`src/rtl/uart_tx_fifo.sv`:
```
// Byte FIFO feeding a UART transmitter: start, 8 data bits MSB first, even-XOR parity,
// stop, then one guard bit time before the next frame may start.
module uart_tx_fifo #(
  parameter int CYCLES_PER_BIT = 14,
  parameter int FIFO_DEPTH     = 4
) (
  input  logic                          clk_3125,
  input  logic                          rst,
  input  logic [7:0]                    tx_data,
  input  logic                          tx_valid,
  output logic                          tx_ready,
  output logic                          tx,
  output logic                          tx_busy,
  output logic                          tx_done,
  output logic [$clog2(FIFO_DEPTH):0]   fifo_count
);

  localparam int PTR_W = $clog2(FIFO_DEPTH);
  localparam int CNT_W = (CYCLES_PER_BIT > 1) ? $clog2(CYCLES_PER_BIT) : 1;
  localparam logic [CNT_W-1:0] CNT_LAST   = CNT_W'(CYCLES_PER_BIT - 1);
  localparam logic [PTR_W:0]   FULL_COUNT = (PTR_W + 1)'(FIFO_DEPTH);

  typedef enum logic [2:0] {
    S_IDLE,
    S_START,
    S_DATA,
    S_PARITY,
    S_STOP,
    S_GUARD
  } state_t;

  state_t             state_q, state_d;
  logic [CNT_W-1:0]   cnt_q, cnt_d;
  logic [2:0]         idx_q, idx_d;
  logic [7:0]         shreg_q, shreg_d;
  logic               parity_q, parity_d;
  logic               tx_q, tx_d;
  logic               done_q, done_d;
  logic [PTR_W-1:0]   wr_ptr_q, wr_ptr_d;
  logic [PTR_W-1:0]   rd_ptr_q, rd_ptr_d;
  logic [PTR_W:0]     count_q, count_d;
  logic [7:0]         mem_q [FIFO_DEPTH];

  logic               full;
  logic               empty;
  logic               push;
  logic               pop;
  logic               bit_end;
  logic [2:0]         idx_dec;
  logic [7:0]         head_byte;

  assign full      = (count_q == FULL_COUNT);
  assign empty     = (count_q == '0);
  assign tx_ready  = !rst && !full;
  assign push      = tx_valid && tx_ready;
  assign bit_end   = (cnt_q == CNT_LAST);
  assign idx_dec   = idx_q - 3'd1;
  assign head_byte = mem_q[rd_ptr_q];

  // FSM next state; the pop is decided here and also drives the FIFO read side.
  always_comb begin
    state_d  = state_q;
    cnt_d    = cnt_q;
    idx_d    = idx_q;
    shreg_d  = shreg_q;
    parity_d = parity_q;
    tx_d     = tx_q;
    done_d   = 1'b0;
    pop      = 1'b0;

    if (state_q != S_IDLE) begin
      cnt_d = bit_end ? '0 : cnt_q + 1'b1;
    end

    case (state_q)
      S_IDLE: begin
        tx_d  = 1'b1;
        cnt_d = '0;
        pop   = !empty;
      end
      S_START: begin
        if (bit_end) begin
          state_d = S_DATA;
          idx_d   = 3'd7;
          tx_d    = shreg_q[7];
        end
      end
      S_DATA: begin
        if (bit_end) begin
          if (idx_q == 3'd0) begin
            state_d = S_PARITY;
            tx_d    = parity_q;
          end else begin
            idx_d = idx_dec;
            tx_d  = shreg_q[idx_dec];
          end
        end
      end
      S_PARITY: begin
        if (bit_end) begin
          state_d = S_STOP;
          tx_d    = 1'b1;
        end
      end
      S_STOP: begin
        if (bit_end) begin
          state_d = S_GUARD;
          tx_d    = 1'b1;
        end
      end
      S_GUARD: begin
        // A waiting byte starts on the guard's last edge so queued frames stay 12 bit times apart.
        if (bit_end) begin
          done_d  = 1'b1;
          state_d = S_IDLE;
          tx_d    = 1'b1;
          pop     = !empty;
        end
      end
      default: begin
        state_d = S_IDLE;
        tx_d    = 1'b1;
      end
    endcase

    if (pop) begin
      state_d  = S_START;
      cnt_d    = '0;
      shreg_d  = head_byte;
      parity_d = ^head_byte;
      tx_d     = 1'b0;
    end
  end

  always_comb begin
    wr_ptr_d = push ? wr_ptr_q + 1'b1 : wr_ptr_q;
    rd_ptr_d = pop  ? rd_ptr_q + 1'b1 : rd_ptr_q;
    count_d  = count_q;
    if (push && !pop) begin
      count_d = count_q + 1'b1;
    end else if (pop && !push) begin
      count_d = count_q - 1'b1;
    end
  end

  always_ff @(posedge clk_3125 or posedge rst) begin
    if (rst) begin
      state_q  <= S_IDLE;
      cnt_q    <= '0;
      idx_q    <= 3'd7;
      shreg_q  <= '0;
      parity_q <= 1'b0;
      tx_q     <= 1'b1;
      done_q   <= 1'b0;
      wr_ptr_q <= '0;
      rd_ptr_q <= '0;
      count_q  <= '0;
    end else begin
      state_q  <= state_d;
      cnt_q    <= cnt_d;
      idx_q    <= idx_d;
      shreg_q  <= shreg_d;
      parity_q <= parity_d;
      tx_q     <= tx_d;
      done_q   <= done_d;
      wr_ptr_q <= wr_ptr_d;
      rd_ptr_q <= rd_ptr_d;
      count_q  <= count_d;
    end
  end

  // Storage needs no reset: entries are only read when the count says they are valid.
  always_ff @(posedge clk_3125) begin
    if (push) begin
      mem_q[wr_ptr_q] <= tx_data;
    end
  end

  assign tx         = tx_q;
  assign tx_done    = done_q;
  assign fifo_count = count_q;
  assign tx_busy    = (state_q != S_IDLE) || !empty;

endmodule
```
`config.mk`:
```
export PLATFORM = sky130hd
export DESIGN_NAME = uart_tx_fifo
export DESIGN_NICKNAME = d
export VERILOG_FILES = /design/src/rtl/uart_tx_fifo.sv
export SDC_FILE = /design/constraint.sdc
export NUM_CORES = 1
export LEC_CHECK = 0
export CAP_MARGIN = 10
export CORE_ASPECT_RATIO = 1.75
export CORE_MARGIN = 2
export CORE_UTILIZATION = 30
export DETAILED_ROUTE_END_ITERATION = 16
export RECOVER_POWER = 100
export SLEW_MARGIN = 20
export SYNTH_ARGS = -nofsm -noshare
export SYNTH_HDL_FRONTEND = slang
export SYNTH_SLANG_ARGS = --single-unit
```
`constraint.sdc`:
```
create_clock -name clk_3125 -period 2.7 [get_ports clk_3125]
set_input_delay 0.27 -clock clk_3125 [delete_from_list [all_inputs] [get_ports clk_3125]]
set_output_delay 0.27 -clock clk_3125 [all_outputs]
set_load 0.03 [all_outputs]
```
# [After elaboration in Yosys (flattened, before gate mapping)]
# Memory sizes are Yosys's and may differ from the RTL's.
# Cells that the tools add are included.
[word_totals] reg_bits=28 mem_bits_rw=32 input_bits=11 out_inout_bits=7 elab_cells=90 mem_count=1
[classes] n_addsub=6 n_lt_le_gt_ge=1 n_eq_ne=18 mux=32 n_reduce_logical=22
[memory_table] memory="mem_q" words=4 word_bits=8 rd=1 rd_ports_with_merged_regs=0 wr=1 line="42" text="logic [7:0] mem_q [FIFO_DEPTH];"
[op_table] operator="3-bit 2-to-1 mux" n=12
[op_table] operator="3-bit != test (second input constant)" n=6
[op_table] operator="3-bit case mux with 6 select lines" n=1
[op_table] operator="4-bit 2-to-1 mux" n=4
[op_table] operator="1-bit 2-to-1 mux" n=11
[op_table] operator="3-bit equality test (second input constant)" n=3
[op_table] operator="3-bit logical NOT" n=3
[op_table] operator="2-bit != test (second input constant)" n=4
[op_table] operator="8-bit XOR reduction" n=1
[op_table] operator="7-bit AND reduction" n=1
[op_table] operator="3-bit by 2-bit equality test with 1-bit output (second input constant)" n=2
[op_table] operator="3-bit case mux with 2 select lines" n=1
[op_table] operator="3-bit nonzero test" n=2
[op_table] operator="3-bit by 1-bit subtractor with 3-bit output (second input constant)" n=2
[op_table] operator="1-bit logical NOT" n=5
[op_table] operator="2-bit by 1-bit adder with 2-bit output (second input constant)" n=2
[op_table] operator="4-bit by 1-bit adder with 4-bit output (second input constant)" n=1
[op_table] operator="4-bit equality test (second input constant)" n=1
[op_table] operator="1-bit logical AND" n=4
[op_table] operator="3-bit by 4-bit less-than comparator with 1-bit output (second input constant)" n=1
[op_table] operator="4-bit AND reduction" n=1
[op_table] operator="2-bit nonzero test" n=2
[op_table] operator="3-bit by 1-bit adder with 3-bit output (second input constant)" n=1
[op_table] operator="1-bit binary-select mux with 3-bit select" n=1
[op_table] operator="other kinds (7)" n=7

# [Logic depth before layout (Yosys ltp)]
[logic_depth] word_depth=8 ltp_mapped=12 ltp_nobuf=11

# [Worst setup path after synthesis]
# OpenSTA, ideal clock, no wires.
[synth_timing] path_type="register to register" from="reg count_q[0], in the netlist fifo_count[0]" to="reg count_q[2], in the netlist fifo_count[2]" setup_ns=0.080 arrival_ns=2.626 required_time_ns=2.620 setup_slack_ns=-0.006 stages_incl_launch_ff=10 path_buffers=0 synth_period_minus_slack_ns=2.706 path_cell_list="dfrtp_1 nor2_1 a21oi_1 and2_0 ha_1 inv_1 fa_1 xor2_1 nor2_1 xor2_1"
[synth_via] elab_chain_cells=7 word_cells_on_any_way=17 cone_classes="2 x add/sub; 1 x eq/ne; 4 x mux; 10 x reduce/logical"
[synth_lines] item="start: declaration" line="41" text="logic [PTR_W:0] count_q, count_d;"
[synth_lines] item="start signal: assignment" line="168" text="count_q <= count_d;"
[synth_lines] item="3-bit equality test (*)" line="52" text="assign full = (count_q == FULL_COUNT);"
[synth_lines] item="1-bit logical NOT (*)" line="54" text="assign tx_ready = !rst && !full;"
[synth_lines] item="1-bit logical AND (*)" line="54"
[synth_lines] item="named net tx_ready" line="11" text="output logic tx_ready,"
[synth_lines] item="1-bit logical AND (*)" line="55" text="assign push = tx_valid && tx_ready;"
[synth_lines] item="named net push" line="46" text="logic push;"
[synth_lines] item="1-bit logical NOT" line="141" text="end else if (pop && !push) begin"
[synth_lines] item="1-bit logical AND" line="141"
[synth_lines] item="2-bit nonzero test (no source line)"
# The timed path passes the listed nets; every way through them passes the cells marked *. The select of a mux whose other input is x is not followed.
# A chain may end at the register's enable or synchronous reset.

# [Worst setup path after layout]
[layout_timing] from="reg cnt_q[0]" to="reg count_q[2], in the netlist fifo_count[2]"
[layout_via] elab_chain_cells=6 word_cells_on_any_way=8 cone_classes="1 x eq/ne; 3 x mux; 4 x reduce/logical"
[layout_lines] item="start: declaration" line="33" text="logic [CNT_W-1:0] cnt_q, cnt_d;"
[layout_lines] item="start signal: assignment" line="160" text="cnt_q <= cnt_d;"
[layout_lines] item="4-bit equality test (*)" line="56" text="assign bit_end = (cnt_q == CNT_LAST);"
[layout_lines] item="1-bit 2-to-1 mux (*)" line="113" text="if (bit_end) begin"
[layout_lines] item="1-bit case mux with 2 select lines (*)" line="75" text="case (state_q)"
[layout_lines] item="1-bit logical NOT" line="139" text="if (push && !pop) begin"
[layout_lines] item="1-bit logical AND" line="139"
[layout_lines] item="3-bit 2-to-1 mux or 2-bit nonzero test (tied branches)"
# Mark *: on every way between the ends. The rest lies on a longest branch, timed or not.

==> flow_metrics.tcl <==
set metrics [dict create \
    critPathCapture "fifo_count[2]" \
    timing.setup.tns_ps 0 \
    route.detailed.drc 0 \
    cts_num_sinks 60 \
    classification_of_the_worst_setup_path "reg2reg" \
    run_status "finished with violations" \
    postSynthCellCount 191 \
    gp_congestion 0.732 \
    synthesis.area_per_instance_sq_um 14.3 \
    rows 46 \
    cts.reportedPaths.clkPinSlew_ps 50 \
    muxShareOfSynthArea_pct 12.7 \
    pwr_density_cell_mw_per_mm2 1160 \
    crit_arrival_ps 2600 \
    num_vias 1530 \
    layout_worst_path_cycle_share_pct 87.3 \
    grt_max_degree 29 \
    design_power_total_mw 3.85 \
    failed_checks "max-capacitance violations, max-slew violations" \
    fmax_mhz 424 \
    drv.max_cap_violation_count 1 \
    insertion_delay_ps 320 \
    post_cts_resize_count 0 \
    drtPass1Iterations 4 \
    wl_microns 4560 \
    grt_antenna_before_repair 0 \
    fp.dieArea_sq_mm 0.00993 \
    wl_per_cell_microns 13.4 \
    cts_root_buf "clkbuf_16" \
    ios 18 \
    startpoint_kind_of_the_worst_setup_timing_path "flip-flop" \
    edff_count_synth 32 \
    timing_worst_slew_pin_value_ps 1520 \
    relSlewSlack_pct -1.23 \
    vias_in_the_first_global_route 1611 \
    yosys.area_share.simple_pct 8.37 \
    n_fill_cell 894 \
    cts-buffers-inserted 9 \
    post_synth_design_cell_area_sq_mm 0.00274 \
    r2r_start "cnt_q[0]" \
    post_route_cells_drive_above_1_share_pct 18.6 \
    place_hpwl_microns 3350 \
    final_hold_viol_count 0 \
    crit_path_start "cnt_q[0]" \
    synth_top_family_by_area "multiplexers" \
    timing.reg2reg.worst_path_depth 10 \
    ff2ff_setup_slack_ps 340 \
    syn-num-nets 212 \
    regToRegEndpoint "fifo_count[2]" \
    buffer_ports.inserted 17 \
    fraction_of_synthesis_flops_using_an_asynchronous_set_or_reset_pin_pct 46.7 \
    yosysWarningCount 0 \
    post_cts.repair.setup_buffers 0 \
    chipWidth_microns 76.2 \
    yosysUniqueCellTypes 37 \
    design.core.area_sq_mm 0.00898 \
    synth_adder_area_share_pct 4.85 \
    synth_register_bits 60 \
    antenna_cells_inserted 0 \
    drt_iter0_markers 103 \
    grt_overflow_total 0 \
    clock-skew-final_ps 6.42 \
    postCtsHoldBufs 0 \
    clock_path_buffers 2 \
    final_antenna_net_count 0 \
    vias_per_cell 4.49 \
    cts-htree-levels 3 \
    synth_compound_gate_area_share_pct 4.80 \
    timing_max_transition_violations_final 29 \
    setup_viol_count_final 0 \
    required_time_worst_endpoint_ps 2940 \
    synth_flop_cell "edfxtp_1" \
    synth_seq_area_share_pct 60.9 \
    worst-path-max-fanout 5 \
    floorplan.initialDensity_pct 30.5 \
    synth_xor_area_share_pct 5.44 \
    grt_setup_unrepaired "false" \
    fin_nets 237 \
    total_leakage_power_nw 1.27 \
    hold_path.class "reg2reg" \
    die_height_microns 130 \
    worstSetupEndpointType "flip-flop" \
    vdd.ir_drop.worst_uv 525 \
    post_layout_minimum_cycle_time_ps 2360 \
    flow.area_growth_from_synthesis_pct 21.7 \
    global_route_wire_length_before_repair_microns 7790 \
    tritoncts "yes" \
    global_route.usage.total_pct 10.5 \
]
## routing by layer
layer	vias to the layer above	GRT usage, %	wire (microns)
li1	741	-	-
met1	759	10.8	1680
met2	19	18.6	2610
met3	11	2.97	124
met4	0	7.06	146
met5	-	0	0
## layout make-up
type / count / area [sq um] / share of cell area [%]
flip-flops and latches: 60 / 1670 / 50.1
clock buffers: 11 / 243 / 7.29
repair buffers: 22 / 196 / 5.90
well taps: 120 / 150 / 4.51
multi-input cells: 115 / 990 / 29.7
inverters: 8 / 30.0 / 0.902
clock inverters: 5 / 52.6 / 1.58
## per-stage QoR
step | area, sq um | utilization (%) | std cells | hold WS [ps] | worst slack, ps
floorplan | 2740 | - | 191 | 332 | 149
global placement | 3050 | 33.9 | 325 | 474 | 391
detailed placement | 3050 | 33.9 | 325 | 478 | 341
CTS | 3340 | 37.2 | 341 | 375 | 321
global route | 3330 | 37.1 | 341 | 506 | 148
finish | 3330 | 37.1 | 341 | 481 | 342
## registers in the layout, summed over array words and instances (netlist names)
signal / flops
cnt_q: 4
fifo_count: 3
idx_q: 3
mem_q: 32
parity_q: 1
rd_ptr_q: 2
shreg_q: 8
state_q: 3
tx: 1
tx_done: 1
wr_ptr_q: 2
## critical path, cell delays in order, from the launching register on
cell and delay [ps]:
dfrtp_1 410, ha_1 220, and3_1 230, and3_1 210, o21ai_2 150, ha_1 200
inv_1 60, fa_1 370, xor2_1 170, nor2_1 110, xor2_1 140
## where the power goes
part | internal [mW] | switching, mW | total (mW)
clock | 0.732 | 0.375 | 1.11
sequential | 1.24 | 0.212 | 1.45
combinational | 0.682 | 0.615 | 1.30
total | 2.65 | 1.20 | 3.85
## layout by cell type, fill, tap and decap left out, types with 3 or more instances in the layout
cell           count
dfrtp_1           24
clkbuf_1           4
xor2_1             5
ha_1               9
nand2_1            8
a21oi_1            4
edfxtp_1          32
o21ai_0            8
inv_1              8
dfstp_2            3
mux4_2            10
dlygate4sd3_1     16
and3_1             7
nand3_1            4
mux2_2            10
clkinv_2           3
nand2b_1           3
clkbuf_16          9
nor2_1            15
xnor2_1           12
## cells in the mapped netlist (3+ instances only)
cell	n	area (sq um)
a21oi_1	4	20.0
clkbuf_1	4	15.0
dfstp_2	4	105
mux4_2	10	225
nand3_1	4	20.0
edfxtp_1	32	961
nand2_1	8	30.0
mux2_2	10	113
nand2b_1	3	18.8
o21ai_0	7	35.0
xnor2_1	12	105
xor2_1	5	43.8
ha_1	9	113
dfrtp_1	24	601
nor2_1	15	56.3
inv_1	8	30.0
and3_1	7	43.8
## worst min-delay path by stage
stage                to  cells after the start     start  slack [ps]
2_1_floorplan  cnt_q[0]                      1       rst         330
3_3_place_gp   parity_q                      2  parity_q         470
3_5_place_dp   parity_q                      2  parity_q         480
4_1_cts         tx_done                      3       rst         370
5_1_grt        parity_q                      2  parity_q         510
6_report       parity_q                      2  parity_q         480
## logic make-up (layout without fill, tap and decap cells)
logic type | Yosys count | count (layout)
AND/OR/NAND/NOR | 46 | 46
flip-flops | 60 | 60
adder cells (fa/ha/maj) | 10 | 10
AO/OA/AOI/OAI | 21 | 21
buffers and inverters | 16 | 46
XOR/XNOR | 17 | 17
multiplexers | 21 | 21
(Power assumes the default switching activity.)
